**src/rtl/xalu_ise_pkg.sv**
```systemverilog
// xalu_ise_pkg -- definitions shared by the ISE sequencer, its bus
// interface and the ISE ALU that sits beside it.
//   state_t      : sequencer FSM encoding
//   CUSTOM_0..3  : fn codes of the custom-instruction slots
//   TAG_W        : destination register index width
package xalu_ise_pkg;

  typedef enum logic [1:0] {
    IDLE = 2'd0,
    EXEC = 2'd1,
    RESP = 2'd2
  } state_t;

  // fn codes of the custom-op slots. The ALU build decides which ones it
  // actually implements; the sequencer only passes fn through.
  localparam logic [5:0] CUSTOM_0 = 6'd0;
  localparam logic [5:0] CUSTOM_1 = 6'd1;
  localparam logic [5:0] CUSTOM_2 = 6'd2;
  localparam logic [5:0] CUSTOM_3 = 6'd3;

  localparam int TAG_W = 5;

endpackage

```
**src/rtl/xalu_ise_seq_if.sv**
```systemverilog
// xalu_ise_seq_if -- core-side request/response bus of the ISE sequencer.
//   req_* : request handshake + opcode fields/operands/destination tag
//   rsp_* : response handshake + result, echoed tag, illegal-op flag
// Modports: master = core, slave = sequencer.
interface xalu_ise_seq_if;
  import xalu_ise_pkg::*;

  logic             req_val;
  logic             req_rdy;
  logic [5:0]       req_fn;
  logic [6:0]       req_imm;
  logic [31:0]      req_rs1;
  logic [31:0]      req_rs2;
  logic [TAG_W-1:0] req_tag;

  logic             rsp_val;
  logic             rsp_rdy;
  logic [31:0]      rsp_data;
  logic [TAG_W-1:0] rsp_tag;
  logic             rsp_illegal;

  modport master (
    output req_val, req_fn, req_imm, req_rs1, req_rs2, req_tag, rsp_rdy,
    input  req_rdy, rsp_val, rsp_data, rsp_tag, rsp_illegal
  );

  modport slave (
    input  req_val, req_fn, req_imm, req_rs1, req_rs2, req_tag, rsp_rdy,
    output req_rdy, rsp_val, rsp_data, rsp_tag, rsp_illegal
  );

endinterface

```
**src/rtl/xalu_ise_seq.sv**
```systemverilog
// xalu_ise_seq -- sequences one core request through the ISE ALU.
// Takes a request in IDLE, presents the captured operands to the ALU in
// EXEC until it accepts (ise_oval) or WAIT_MAX cycles pass (op flagged
// illegal), then holds the response in RESP until the core takes it.
// Ports:
//   ise_clk, ise_rst : clock, synchronous active-high reset
//   bus (slave)      : core request/response handshake
//   ise_fn/imm/in1/in2/val : drive the ISE ALU (connected one-to-one by
//                      the parent, which instantiates xalu_ise beside us)
//   ise_oval, ise_out: ALU accept flag and result (only looked at in EXEC)
// Config macro: XALU_ISE_SEQ_B2B_EN -- accept the next request in the same
//   cycle the response is taken, going straight RESP->EXEC.
module xalu_ise_seq
  import xalu_ise_pkg::*;
#(
  parameter int WAIT_MAX = 4   // 1..15
) (
  input  logic          ise_clk,
  input  logic          ise_rst,
  xalu_ise_seq_if.slave bus,
  output logic [5:0]    ise_fn,
  output logic [6:0]    ise_imm,
  output logic [31:0]   ise_in1,
  output logic [31:0]   ise_in2,
  output logic          ise_val,
  input  logic          ise_oval,
  input  logic [31:0]   ise_out
);

  localparam logic [3:0] WAIT_LAST = 4'(WAIT_MAX - 1);

  state_t           r_state;
  logic [5:0]       r_fn;
  logic [6:0]       r_imm;
  logic [31:0]      r_rs1;
  logic [31:0]      r_rs2;
  logic [TAG_W-1:0] r_tag;
  logic [3:0]       r_cnt;
  logic             r_ise_val;
  logic             r_rsp_val;
  logic [31:0]      r_rsp_data;
  logic [TAG_W-1:0] r_rsp_tag;
  logic             r_rsp_illegal;
  logic             w_req_rdy;
  logic             w_cap;

  // req_rdy depends on rsp_rdy in RESP when back-to-back is enabled, so it
  // is decoded from state rather than registered.
`ifdef XALU_ISE_SEQ_B2B_EN
  assign w_req_rdy = (r_state == IDLE) | ((r_state == RESP) & bus.rsp_rdy);
`else
  assign w_req_rdy = (r_state == IDLE);
`endif
  assign w_cap = bus.req_val & w_req_rdy;

  always_ff @(posedge ise_clk) begin
    if (ise_rst) begin
      r_state       <= IDLE;
      r_fn          <= '0;
      r_imm         <= '0;
      r_rs1         <= '0;
      r_rs2         <= '0;
      r_tag         <= '0;
      r_cnt         <= '0;
      r_ise_val     <= 1'b0;
      r_rsp_val     <= 1'b0;
      r_rsp_data    <= '0;
      r_rsp_tag     <= '0;
      r_rsp_illegal <= 1'b0;
    end else begin
      // Capture registers change only on a request transfer, so the ALU
      // operands stay stable from EXEC entry until the next capture.
      if (w_cap) begin
        r_fn  <= bus.req_fn;
        r_imm <= bus.req_imm;
        r_rs1 <= bus.req_rs1;
        r_rs2 <= bus.req_rs2;
        r_tag <= bus.req_tag;
        r_cnt <= '0;
      end
      case (r_state)
        IDLE: begin
          if (w_cap) begin
            r_state   <= EXEC;
            r_ise_val <= 1'b1;
          end
        end
        EXEC: begin
          // Accept on the last allowed cycle wins over the timeout.
          if (ise_oval) begin
            r_state       <= RESP;
            r_ise_val     <= 1'b0;
            r_rsp_val     <= 1'b1;
            r_rsp_data    <= ise_out;
            r_rsp_tag     <= r_tag;
            r_rsp_illegal <= 1'b0;
          end else begin
            r_cnt <= r_cnt + 4'd1;
            if (r_cnt == WAIT_LAST) begin
              r_state       <= RESP;
              r_ise_val     <= 1'b0;
              r_rsp_val     <= 1'b1;
              r_rsp_data    <= '0;
              r_rsp_tag     <= r_tag;
              r_rsp_illegal <= 1'b1;
            end
          end
        end
        RESP: begin
          if (bus.rsp_rdy) begin
            r_rsp_val <= 1'b0;
            if (w_cap) begin
              r_state   <= EXEC;
              r_ise_val <= 1'b1;
            end else begin
              r_state <= IDLE;
            end
          end
        end
        default: begin
          r_state   <= IDLE;
          r_ise_val <= 1'b0;
          r_rsp_val <= 1'b0;
        end
      endcase
    end
  end

  assign bus.req_rdy     = w_req_rdy;
  assign bus.rsp_val     = r_rsp_val;
  assign bus.rsp_data    = r_rsp_data;
  assign bus.rsp_tag     = r_rsp_tag;
  assign bus.rsp_illegal = r_rsp_illegal;

  assign ise_fn  = r_fn;
  assign ise_imm = r_imm;
  assign ise_in1 = r_rs1;
  assign ise_in2 = r_rs2;
  assign ise_val = r_ise_val;

endmodule

```
**src/flat_wrapper.sv**
```systemverilog
// flat-port wrapper written by rule: the top's interface ports become plain ports
module xalu_ise_seq_flat import xalu_ise_pkg::*;
#(
  parameter int WAIT_MAX = 4           
)
  (ise_clk, ise_rst, ise_fn, ise_imm, ise_in1, ise_in2, ise_val, ise_oval, ise_out, bus_req_val, bus_req_fn, bus_req_imm, bus_req_rs1, bus_req_rs2, bus_req_tag, bus_rsp_rdy, bus_req_rdy, bus_rsp_val, bus_rsp_data, bus_rsp_tag, bus_rsp_illegal);
  xalu_ise_seq_if bus_i ();
  input  logic ise_clk;
  input  logic ise_rst;
  output logic [5:0] ise_fn;
  output logic [6:0] ise_imm;
  output logic [31:0] ise_in1;
  output logic [31:0] ise_in2;
  output logic ise_val;
  input  logic ise_oval;
  input  logic [31:0] ise_out;
  input wire logic [$bits(bus_i.req_val)-1:0] bus_req_val;
  input wire logic [$bits(bus_i.req_fn)-1:0] bus_req_fn;
  input wire logic [$bits(bus_i.req_imm)-1:0] bus_req_imm;
  input wire logic [$bits(bus_i.req_rs1)-1:0] bus_req_rs1;
  input wire logic [$bits(bus_i.req_rs2)-1:0] bus_req_rs2;
  input wire logic [$bits(bus_i.req_tag)-1:0] bus_req_tag;
  input wire logic [$bits(bus_i.rsp_rdy)-1:0] bus_rsp_rdy;
  output wire logic [$bits(bus_i.req_rdy)-1:0] bus_req_rdy;
  output wire logic [$bits(bus_i.rsp_val)-1:0] bus_rsp_val;
  output wire logic [$bits(bus_i.rsp_data)-1:0] bus_rsp_data;
  output wire logic [$bits(bus_i.rsp_tag)-1:0] bus_rsp_tag;
  output wire logic [$bits(bus_i.rsp_illegal)-1:0] bus_rsp_illegal;
  assign bus_i.req_val = bus_req_val;
  assign bus_i.req_fn = bus_req_fn;
  assign bus_i.req_imm = bus_req_imm;
  assign bus_i.req_rs1 = bus_req_rs1;
  assign bus_i.req_rs2 = bus_req_rs2;
  assign bus_i.req_tag = bus_req_tag;
  assign bus_i.rsp_rdy = bus_rsp_rdy;
  assign bus_req_rdy = bus_i.req_rdy;
  assign bus_rsp_val = bus_i.rsp_val;
  assign bus_rsp_data = bus_i.rsp_data;
  assign bus_rsp_tag = bus_i.rsp_tag;
  assign bus_rsp_illegal = bus_i.rsp_illegal;
  xalu_ise_seq #(.WAIT_MAX(WAIT_MAX)) u_core (.ise_clk(ise_clk), .ise_rst(ise_rst), .bus(bus_i), .ise_fn(ise_fn), .ise_imm(ise_imm), .ise_in1(ise_in1), .ise_in2(ise_in2), .ise_val(ise_val), .ise_oval(ise_oval), .ise_out(ise_out));
endmodule
```
**config.mk**
```make
export PLATFORM = sky130hd
export DESIGN_NAME = xalu_ise_seq_flat
export DESIGN_NICKNAME = d
export VERILOG_FILES = /design/src/rtl/xalu_ise_pkg.sv /design/src/rtl/xalu_ise_seq_if.sv /design/src/rtl/xalu_ise_seq.sv /design/src/flat_wrapper.sv
export SDC_FILE = /design/constraint.sdc
export NUM_CORES = 1
export LEC_CHECK = 0
export ABC_CLOCK_PERIOD_IN_PS = 1600
export CELL_PAD_IN_SITES_DETAIL_PLACEMENT = 1
export CELL_PAD_IN_SITES_GLOBAL_PLACEMENT = 1
export CORE_MARGIN = 1.5
export CORE_UTILIZATION = 25
export CTS_CLUSTER_SIZE = 24
export DETAILED_ROUTE_END_ITERATION = 7
export PLACE_DENSITY_LB_ADDON = 0.1
export SETUP_SLACK_MARGIN = 0.05
export SLEW_MARGIN = 30
export SYNTH_ARGS = -nofsm -noshare
export SYNTH_HDL_FRONTEND = slang
export SYNTH_SLANG_ARGS = --single-unit
export TNS_END_PERCENT = 100
```
**constraint.sdc**
```tcl
create_clock -name ise_clk -period 1.6 [get_ports ise_clk]
set_input_delay 0.32 -clock ise_clk [delete_from_list [all_inputs] [get_ports ise_clk]]
set_output_delay 0.32 -clock ise_clk [all_outputs]
set_load 0.05 [all_outputs]
```
Word level (Yosys, flattened, before mapping)
Index checks and enable logic that the tools add are counted.
Widths: inputs -> output; s select.
{"block": "word_totals", "wordCells": 50, "regBits": 128, "output_inout_bits": 118, "inputBits": 119}
{"block": "classes", "bitwise_logic": 2, "n_reduce_logical": 6, "muxes": 23, "add_sub_neg": 1, "n_eq_ne": 6}
{"cell": "$mux 32", "count": 2}
{"cell": "$mux 4", "count": 3}
{"cell": "$mux 5", "count": 2}
{"cell": "$mux 1", "count": 9}
{"cell": "$mux 2", "count": 4}
{"cell": "$pmux 1 s3", "count": 2}
{"cell": "$pmux 2 s3", "count": 1}
{"cell": "$reduce_and 3->1", "count": 2}
{"cell": "$add 4x1->4 const B", "count": 1}
{"cell": "$eq 4x2->1 const B", "count": 1}
{"cell": "$ne 2x2->1 const B", "count": 2}
{"cell": "$reduce_and 2->1", "count": 2}
{"cell": "$ne 3x2->1 const B", "count": 1}
{"cell": "$eq 2x1->1 const B", "count": 1}
{"cell": "$eq 2x2->1 const B", "count": 1}
{"cell": "$logic_not 2->1", "count": 1}
{"cell": "$reduce_bool 2->1", "count": 1}
{"cell": "$and 1x1->1", "count": 1}
{"cell": "$not 1->1", "count": 1}

Depth between registers and ports, before layout
Gate-level depths: netlist (run 1).
{"block": "logic_depth", "word_depth": 5, "ltp_mapped": 7, "ltp_nobuf": 4}

Least setup slack after synthesis (run 1)
OpenSTA, ideal clock, no wires.
{"block": "synth_timing", "path_type": "reg-to-reg", "from": "register u_core.r_cnt[0]", "to": "register u_core.r_rsp_tag[0], in the netlist u_core.bus.rsp_tag[0]", "setup_slack_ps": 78, "required_time_ps": 1528, "path_stages_with_launch": 6, "synth_period_minus_slack_ps": 1522, "arrival_ps": 1450, "path_cell_list": "dfxtp_1 ha_1 or3b_1 buf_2 a21oi_4 mux2i_1"}
{"block": "synth_between", "elab_chain_cells": 3}
{"element": "start: declaration", "line": "xalu_ise_seq.sv:38", "rtl": "logic [3:0] r_cnt;"}
{"element": "start signal: assignment", "line": "xalu_ise_seq.sv:98", "rtl": "r_cnt <= r_cnt + 4'd1;"}
{"element": "$eq 4x2->1", "line": "xalu_ise_seq.sv:99", "rtl": "if (r_cnt == WAIT_LAST) begin"}
{"element": "$reduce_bool 2->1 (no line)"}
{"element": "$reduce_and 2->1 (no line)"}
{"element": "end signal: assignment", "line": "xalu_ise_seq.sv:95", "rtl": "r_rsp_tag <= r_tag;"}
{"element": "end signal: assignment", "line": "xalu_ise_seq.sv:104", "rtl": "r_rsp_tag <= r_tag;"}
{"element": "end: declaration", "line": "xalu_ise_seq.sv:42", "rtl": "logic [TAG_W-1:0] r_rsp_tag;"}
No other way between the ends.
A chain may end at the register's enable or synchronous reset.

Final worst setup path (run 1)
{"block": "layout_timing", "from": "register u_core.r_cnt[1]", "to": "register u_core.r_rsp_tag[2], in the netlist u_core.bus.rsp_tag[2]"}
Same word-level chain as after synthesis.

==> impl_metrics.env, run 1 <==
export IMPL_status="completed"
export IMPL_vias=4860
export IMPL_synth_nets=694
export IMPL_grt_pass1_vias=4977
export IMPL_setup_violations=0
export IMPL_synth_edff_count=0
export IMPL_grt_util_met3_pct=6.726
export IMPL_routedWlPerCell_microns=15.52
export IMPL_clkTransAtPathRegs_ps=60
export IMPL_hold_viol_final=0
export IMPL_io_buffer_count=236
export IMPL_syn_to_final_growth_pct=64.16
export IMPL_sw_frac_of_total_pct=29.32
export IMPL_worstMarginPinSlew_ps=441.4
export IMPL_end_kind="register"
export IMPL_synth_seq_area_share_pct=53.65
export IMPL_drcViolationCount=0
export IMPL_grt_use_met1_pct=18.74
export IMPL_grt_max_degree=55
export IMPL_maxCapViolCount=0
export IMPL_chipWidth_microns=141.2
export IMPL_drive_gt1_share_pct=22.93
export IMPL_p_int_w=0.006717
export IMPL_peakVddDrop_v=0.0007189
export IMPL_worstSetupPathType="register to register"
export IMPL_clock_latency_ps=410
export IMPL_final_cells=1054
export IMPL_yosys_area_top_type="dfxtp_1"
export IMPL_top_usage_layer="met2"
export IMPL_ctsHoldBuffers=0
export IMPL_worst_r2r_cell_count=4
export IMPL_yosys_area_top_type_share_pct=53.65
export IMPL_rows=50
export IMPL_powerDensity_nw_per_um2=1212
export IMPL_core_sq_um=18710
export IMPL_power_switching_w=0.002786
export IMPL_fmax_mhz=667.3
export IMPL_ios=237
export IMPL_synthTopCellsByArea="dfxtp_1, nand2_1, a21oi_1"
export IMPL_postCtsSetupBuffers=0
export IMPL_antenna_left=0
export IMPL_relSlewSlack_pct=70.58
export IMPL_required_ps=1940
export IMPL_grt_pass1_wl_microns=25760
export IMPL_post_route_period_util_pct=93.66
export IMPL_power_share_sequential_pct=37.1
export IMPL_drtPass1Iterations=4
export IMPL_hpwl_microns=11730
export IMPL_cts_sinks=128
export IMPL_place_congestion=0.7371
export IMPL_synthCells=574
export IMPL_hold_path_class="input port to register"
export IMPL_layout_nets=927
export IMPL_synth_flop_cell="dfxtp_1"
export IMPL_ys_seq_elements=128
export IMPL_regArea_sq_um=2567
export IMPL_initial_core_util_pct=25.53
export IMPL_avgSynthCellArea_sq_um=8.320
export IMPL_cts_root_buf="clkbuf_16"
export IMPL_synth_cell_types=28
export IMPL_rsz0062_at_grt="true"
export IMPL_crit_path_cell_trace="ha_4 > or3b_4 > a21oi_4 > mux2i_1"
export IMPL_wl_microns=16360
export IMPL_cts_max_level=4
export IMPL_cp_arrival_ps=1830
export IMPL_antenna_found_initial=0
export IMPL_synthArstFlopShare_pct=0
export IMPL_r2r_slack_ps=100
export IMPL_clock_path_buffers=2
export IMPL_p_leak_nw=3.120
export IMPL_die_h_microns=141.2
export IMPL_final_setup_worst_slack_ps=101.4
export IMPL_drv_slew=0
export IMPL_drt_first_iter_violations=131
export IMPL_place_ws_ps=-174.4
export IMPL_startpoint_type="register"
export IMPL_finalCoreUtilization_pct=41.91
export IMPL_critPathSlowestCell="or3b_4"
export IMPL_fin_worst_skew_ps=9.451
export IMPL_cts_tree="yes"
export IMPL_diodes=0
export IMPL_nFillCells=2174
export IMPL_grtUsageMet2_pct=27.76
export IMPL_hold_depth=3
export IMPL_critPathMaxFanout=5
export IMPL_overflow=0
export IMPL_max_stage_delay_ps=410
export IMPL_ys_warn_count=0
export IMPL_grtUsageTotal_pct=16.31
export IMPL_clock_power_share_pct=41.7
export IMPL_multi_input_area_sq_um=1972
export IMPL_syn_area_sq_um=4776
export IMPL_place_inst=1022
export IMPL_fin_crit_ps=1499
export IMPL_vias_per_cell=4.611
export IMPL_comb_power_share_pct=21.1
export IMPL_design_die_area_sq_um=19940
export IMPL_cts_buffers=17
[through the flow]
stage	hold slack (ps)	power [W]	TNS (ps)	instance area [sq um]
after global placement	443.8	0.005582	-10240	7203
after floorplan	436.8	0.004762	0	4776
after CTS	325.3	0.009646	0	7823
after global routing	353.5	0.009933	0	7840
final	336.1	0.009504	0	7840
after detailed placement	449.3	0.005626	-13910	7203
[sequential cells by signal, summed over array words and instances, names as in the netlist]
| signal | cells |
|---|---|
| u_core.ise_in2 | 32 |
| u_core.bus.rsp_val | 1 |
| u_core.ise_val | 1 |
| u_core.bus.rsp_data | 32 |
| u_core.r_state | 2 |
| u_core.ise_fn | 6 |
| u_core.bus.rsp_illegal | 1 |
| u_core.ise_imm | 7 |
| u_core.r_tag | 5 |
| u_core.bus.rsp_tag | 5 |
| u_core.r_cnt | 4 |
| u_core.ise_in1 | 32 |
[cell type report]
class                           instances  area share (%)
Multi-Input combinational cell        395           25.15
Sequential cell                       128           32.75
Timing Repair Buffer                  264           30.50
Clock buffer                           24           6.527
Inverter                                1         0.04788
Tap cell                              234           3.734
Clock inverter                          8           1.293
[synth_stat cells (2+ instances only)]
master,count
nand2_1,168
nor3b_1,2
clkbuf_1,22
nand3b_1,2
a311oi_1,2
or3b_1,2
buf_6,6
nand2b_1,13
dfxtp_1,128
a211oi_1,2
buf_1,2
mux2i_1,5
a21oi_1,121
nand3_1,33
a22oi_1,32
nor2_1,3
o21ai_0,2
buf_2,19
[layout by cell type (no fill, tap or decap)]
| cell type | count |
|---|---|
| dfxtp_2 | 4 |
| clkbuf_8 | 6 |
| clkinv_2 | 2 |
| a211oi_1 | 2 |
| nand2b_1 | 13 |
| nand3_1 | 33 |
| a21oi_1 | 121 |
| a41oi_1 | 1 |
| clkinvlp_4 | 3 |
| bufinv_16 | 2 |
| buf_12 | 9 |
| nand3b_1 | 2 |
| mux2i_1 | 5 |
| buf_6 | 1 |
| a22oi_1 | 32 |
| nor3_1 | 1 |
| nand2_1 | 168 |
| buf_4 | 137 |
| a311oi_1 | 2 |
| clkbuf_16 | 17 |
| ha_4 | 1 |
| or3b_4 | 2 |
| and3b_1 | 1 |
| clkinv_1 | 1 |
| o21ai_0 | 2 |
| nor2_1 | 3 |
| dfxtp_1 | 124 |
| clkinv_4 | 1 |
| clkbuf_1 | 1 |
| o21ai_1 | 1 |
| a21oi_4 | 1 |
| clkdlybuf4s50_1 | 117 |
| nor3b_2 | 2 |
| nor3b_1 | 1 |
| nor2b_1 | 1 |
[metal layers]
layer / share of wire [%] / wire length (microns)
met2: 49 / 8083
met3: 8.1 / 1321
met4: 0.67 / 110
met1: 42 / 6848
met5: 0 / 0
[repair_timing]
action / CTS / global route
endpoints found under the setup margin: 38 / 30
resized for setup: 2 / 6
pin swaps: 1 / 2
cloned: 0 / 0
[worst paths after layout]
path | from | to
setup / recovery | u_core.r_cnt[1]$_SDFF_PP0_ | u_core.bus.rsp_tag[2]$_SDFFE_PP0P_
hold / removal | ise_rst | u_core.r_tag[1]$_SDFFE_PP0P_
hold reg to reg | u_core.ise_in1[20]$_SDFFE_PP0P_ | u_core.ise_in1[20]$_SDFFE_PP0P_
setup reg to reg | u_core.r_cnt[1]$_SDFF_PP0_ | u_core.bus.rsp_tag[2]$_SDFFE_PP0P_
[logic make-up after synthesis]
| group | share of synthesized area (%) |
|---|---|
| flip-flops | 53.65 |
| multiplexers | 1.048 |
| buffers and inverters | 5.528 |
| AND/OR/NAND/NOR | 20.28 |
| AO/OA/AOI/OAI | 19.23 |
| adder cells (fa/ha/maj) | 0.2619 |
[worst max-delay path: cells and delay by family, from the launching register on]
family	cells	cell delay, ps
flops	1	350
mux	1	230
simple gates	1	410
compound gates	1	290
fa+ha+maj	1	150
[power groups by stage]
stage,logic (W),registers [W],clock network (W)
after floorplan,0.000529,0.00423,0
after global placement,0.00200,0.00359,0
after detailed placement,0.00203,0.00360,0
after CTS,0.00203,0.00353,0.00408
after global routing,0.00214,0.00356,0.00424
final,0.00201,0.00353,0.00397
No activity file was read; power rests on OpenSTA's default activity.
==> run 2, diff against run 1 <==
--- a/config.mk
+++ b/config.mk
@@ -9,9 +9,10 @@
 export CELL_PAD_IN_SITES_DETAIL_PLACEMENT = 1
 export CELL_PAD_IN_SITES_GLOBAL_PLACEMENT = 1
 export CORE_MARGIN = 1.5
-export CORE_UTILIZATION = 25
+export CORE_UTILIZATION = 39
 export CTS_CLUSTER_SIZE = 24
 export DETAILED_ROUTE_END_ITERATION = 7
+export DONT_BUFFER_PORTS = 1
 export PLACE_DENSITY_LB_ADDON = 0.1
 export SETUP_SLACK_MARGIN = 0.05
 export SLEW_MARGIN = 30
==> impl_metrics.env, run 2 (same netlist as run 1, synthesis figures left out) <==
export IMPL_status="finished, violations left"
export IMPL_violations="hold timing"
export IMPL_ios=237
export IMPL_finalCoreUtilization_pct=46.58
export IMPL_cts_sinks=128
export IMPL_critPathSlowestCell="or3b_4"
export IMPL_final_setup_worst_slack_ps=116.5
export IMPL_vias_per_cell=5.432
export IMPL_final_cells=730
export IMPL_clock_power_share_pct=44.1
export IMPL_place_ws_ps=33.42
export IMPL_worstMarginPinSlew_ps=583.2
export IMPL_vias=3965
export IMPL_cts_tree="yes"
export IMPL_r2r_start="u_core.r_cnt[1]$_SDFF_PP0_"
export IMPL_rows=40
export IMPL_crit_path_cell_trace="ha_4 > or3b_4 > a21oi_4 > mux2i_1"
export IMPL_grt_max_degree=134
export IMPL_drive_gt1_share_pct=10.98
export IMPL_design_die_area_sq_um=12920
export IMPL_relSlewSlack_pct=61.07
export IMPL_startpoint="u_core.r_cnt[1]$_SDFF_PP0_"
export IMPL_drv_slew=0
export IMPL_syn_to_final_growth_pct=16.66
export IMPL_drtPass1Iterations=4
export IMPL_cp_arrival_ps=1820
export IMPL_required_ps=1930
export IMPL_peakVddDrop_v=0.0006696
export IMPL_core_sq_um=11960
export IMPL_crit_buf_inv=0
export IMPL_critPathMaxFanout=5
export IMPL_drcViolationCount=0
export IMPL_place_area_sq_um=4952
export IMPL_diodes=0
export IMPL_power_switching_w=0.002495
export IMPL_p_leak_nw=2.003
export IMPL_initial_core_util_pct=39.93
export IMPL_hold_worst_slack_ps=-16.80
export IMPL_cts_root_buf="clkbuf_16"
export IMPL_startpoint_type="register"
export IMPL_grt_pass1_vias=4037
export IMPL_comb_power_share_pct=7.9
export IMPL_sw_frac_of_total_pct=28.86
export IMPL_grtUsageTotal_pct=19.65
export IMPL_end_kind="register"
export IMPL_overflow=0
export IMPL_cp_top_family="simple AND/OR/NAND/NOR gates"
export IMPL_maxCapViolCount=0
export IMPL_clock_path_buffers=2
export IMPL_layout_nets=690
export IMPL_routedWlPerCell_microns=17.61
export IMPL_rsz0062_at_grt="true"
export IMPL_layout_commonest_cell="nand2_1"
export IMPL_grt_pass1_wl_microns=19940
export IMPL_drt_first_iter_violations=266
export IMPL_r2r_slack_ps=120
export IMPL_fin_crit_ps=1483
export IMPL_cts_buffers=17
export IMPL_worstSetupPathType="register to register"
export IMPL_clock_latency_ps=410
export IMPL_place_inst=697
export IMPL_place_congestion=0.6803
export IMPL_antenna_found_initial=0
export IMPL_hold_viol_final=24
export IMPL_wl_microns=12860
export IMPL_powerDensity_nw_per_um2=1552
export IMPL_power_share_sequential_pct=48.0
export IMPL_antenna_left=0
export IMPL_mostFrequentLayoutCells="nand2_1, dfxtp_1, a21oi_1"
export IMPL_max_stage_delay_ps=410
export IMPL_p_int_w=0.006150
export IMPL_hold_path_class="input port to register"
export IMPL_fmax_mhz=674.1
export IMPL_tns_ps=0
export IMPL_chipWidth_microns=113.7
export IMPL_fin_worst_skew_ps=8.803
export IMPL_cts_max_level=4
export IMPL_hold_start="ise_rst"
export IMPL_clkTransAtPathRegs_ps=50
export IMPL_fin_area_sq_um=5572
export IMPL_die_h_microns=113.7
export IMPL_hpwl_microns=8505
export IMPL_setup_violations=0
export IMPL_io_buffer_count=0
export IMPL_post_route_period_util_pct=92.72
run 2: worst paths after layout:
path                                                            to  cells after the start
worst max-delay path            u_core.bus.rsp_tag[0]$_SDFFE_PP0P_                      4
worst max register to register  u_core.bus.rsp_tag[0]$_SDFFE_PP0P_                      4
worst min-delay path                    u_core.r_cnt[0]$_SDFF_PP0_                      1
worst min register to register        u_core.r_tag[3]$_SDFFE_PP0P_                      2
run 2: final cells by class:
class / count / area, sq um
fillers: 1415 / 6390
flip-flops and latches: 128 / 2567
multi-input cells: 395 / 1972
clock buffers: 27 / 513.0
repair buffers: 27 / 256.5
well taps: 147 / 183.9
clock inverters: 5 / 75.07
inverters: 1 / 3.754
run 2: worst register-to-register path, cell delays in order, from the launching register on:
cell	delay, ps
dfxtp_2	360
ha_4	150
or3b_4	410
a21oi_4	280
mux2i_1	220
run 2: power by group through the flow:
| stage | Combinational (W) | Sequential, W | Clock (W) |
|---|---|---|---|
| final | 0.000687 | 0.00415 | 0.00381 |
| after global routing | 0.000776 | 0.00417 | 0.00404 |
| after CTS | 0.000699 | 0.00415 | 0.00389 |
| after detailed placement | 0.000697 | 0.00422 | 0 |
| after global placement | 0.000668 | 0.00421 | 0 |
| after floorplan | 0.000529 | 0.00423 | 0 |
run 2: repair_timing:
action                                 in CTS  in global routing
endpoints found under the hold margin     123                 84
resized for setup                           1                  7
setup endpoints to repair                   3                 38
pin swaps                                   1                  2
setup buffers                               0                  1
run 2: metal layers:
metal  GRT usage [%]  routed length (microns)  vias to the layer above
met4           8.000                      210                        0
met2           32.25                     6218                      137
met3           9.511                     1264                       19
met5               0                        0                        -
li1                -                        -                     1939
met1           21.88                     5163                     1870
run 2: metrics by stage:
step | hold slack [ps] | power, W
2_1_floorplan | 436.8 | 0.004762
3_3_place_gp | 399.0 | 0.004878
3_5_place_dp | 400.7 | 0.004915
4_1_cts | -39.87 | 0.008740
5_1_grt | -51.17 | 0.008986
6_report | -16.80 | 0.008645
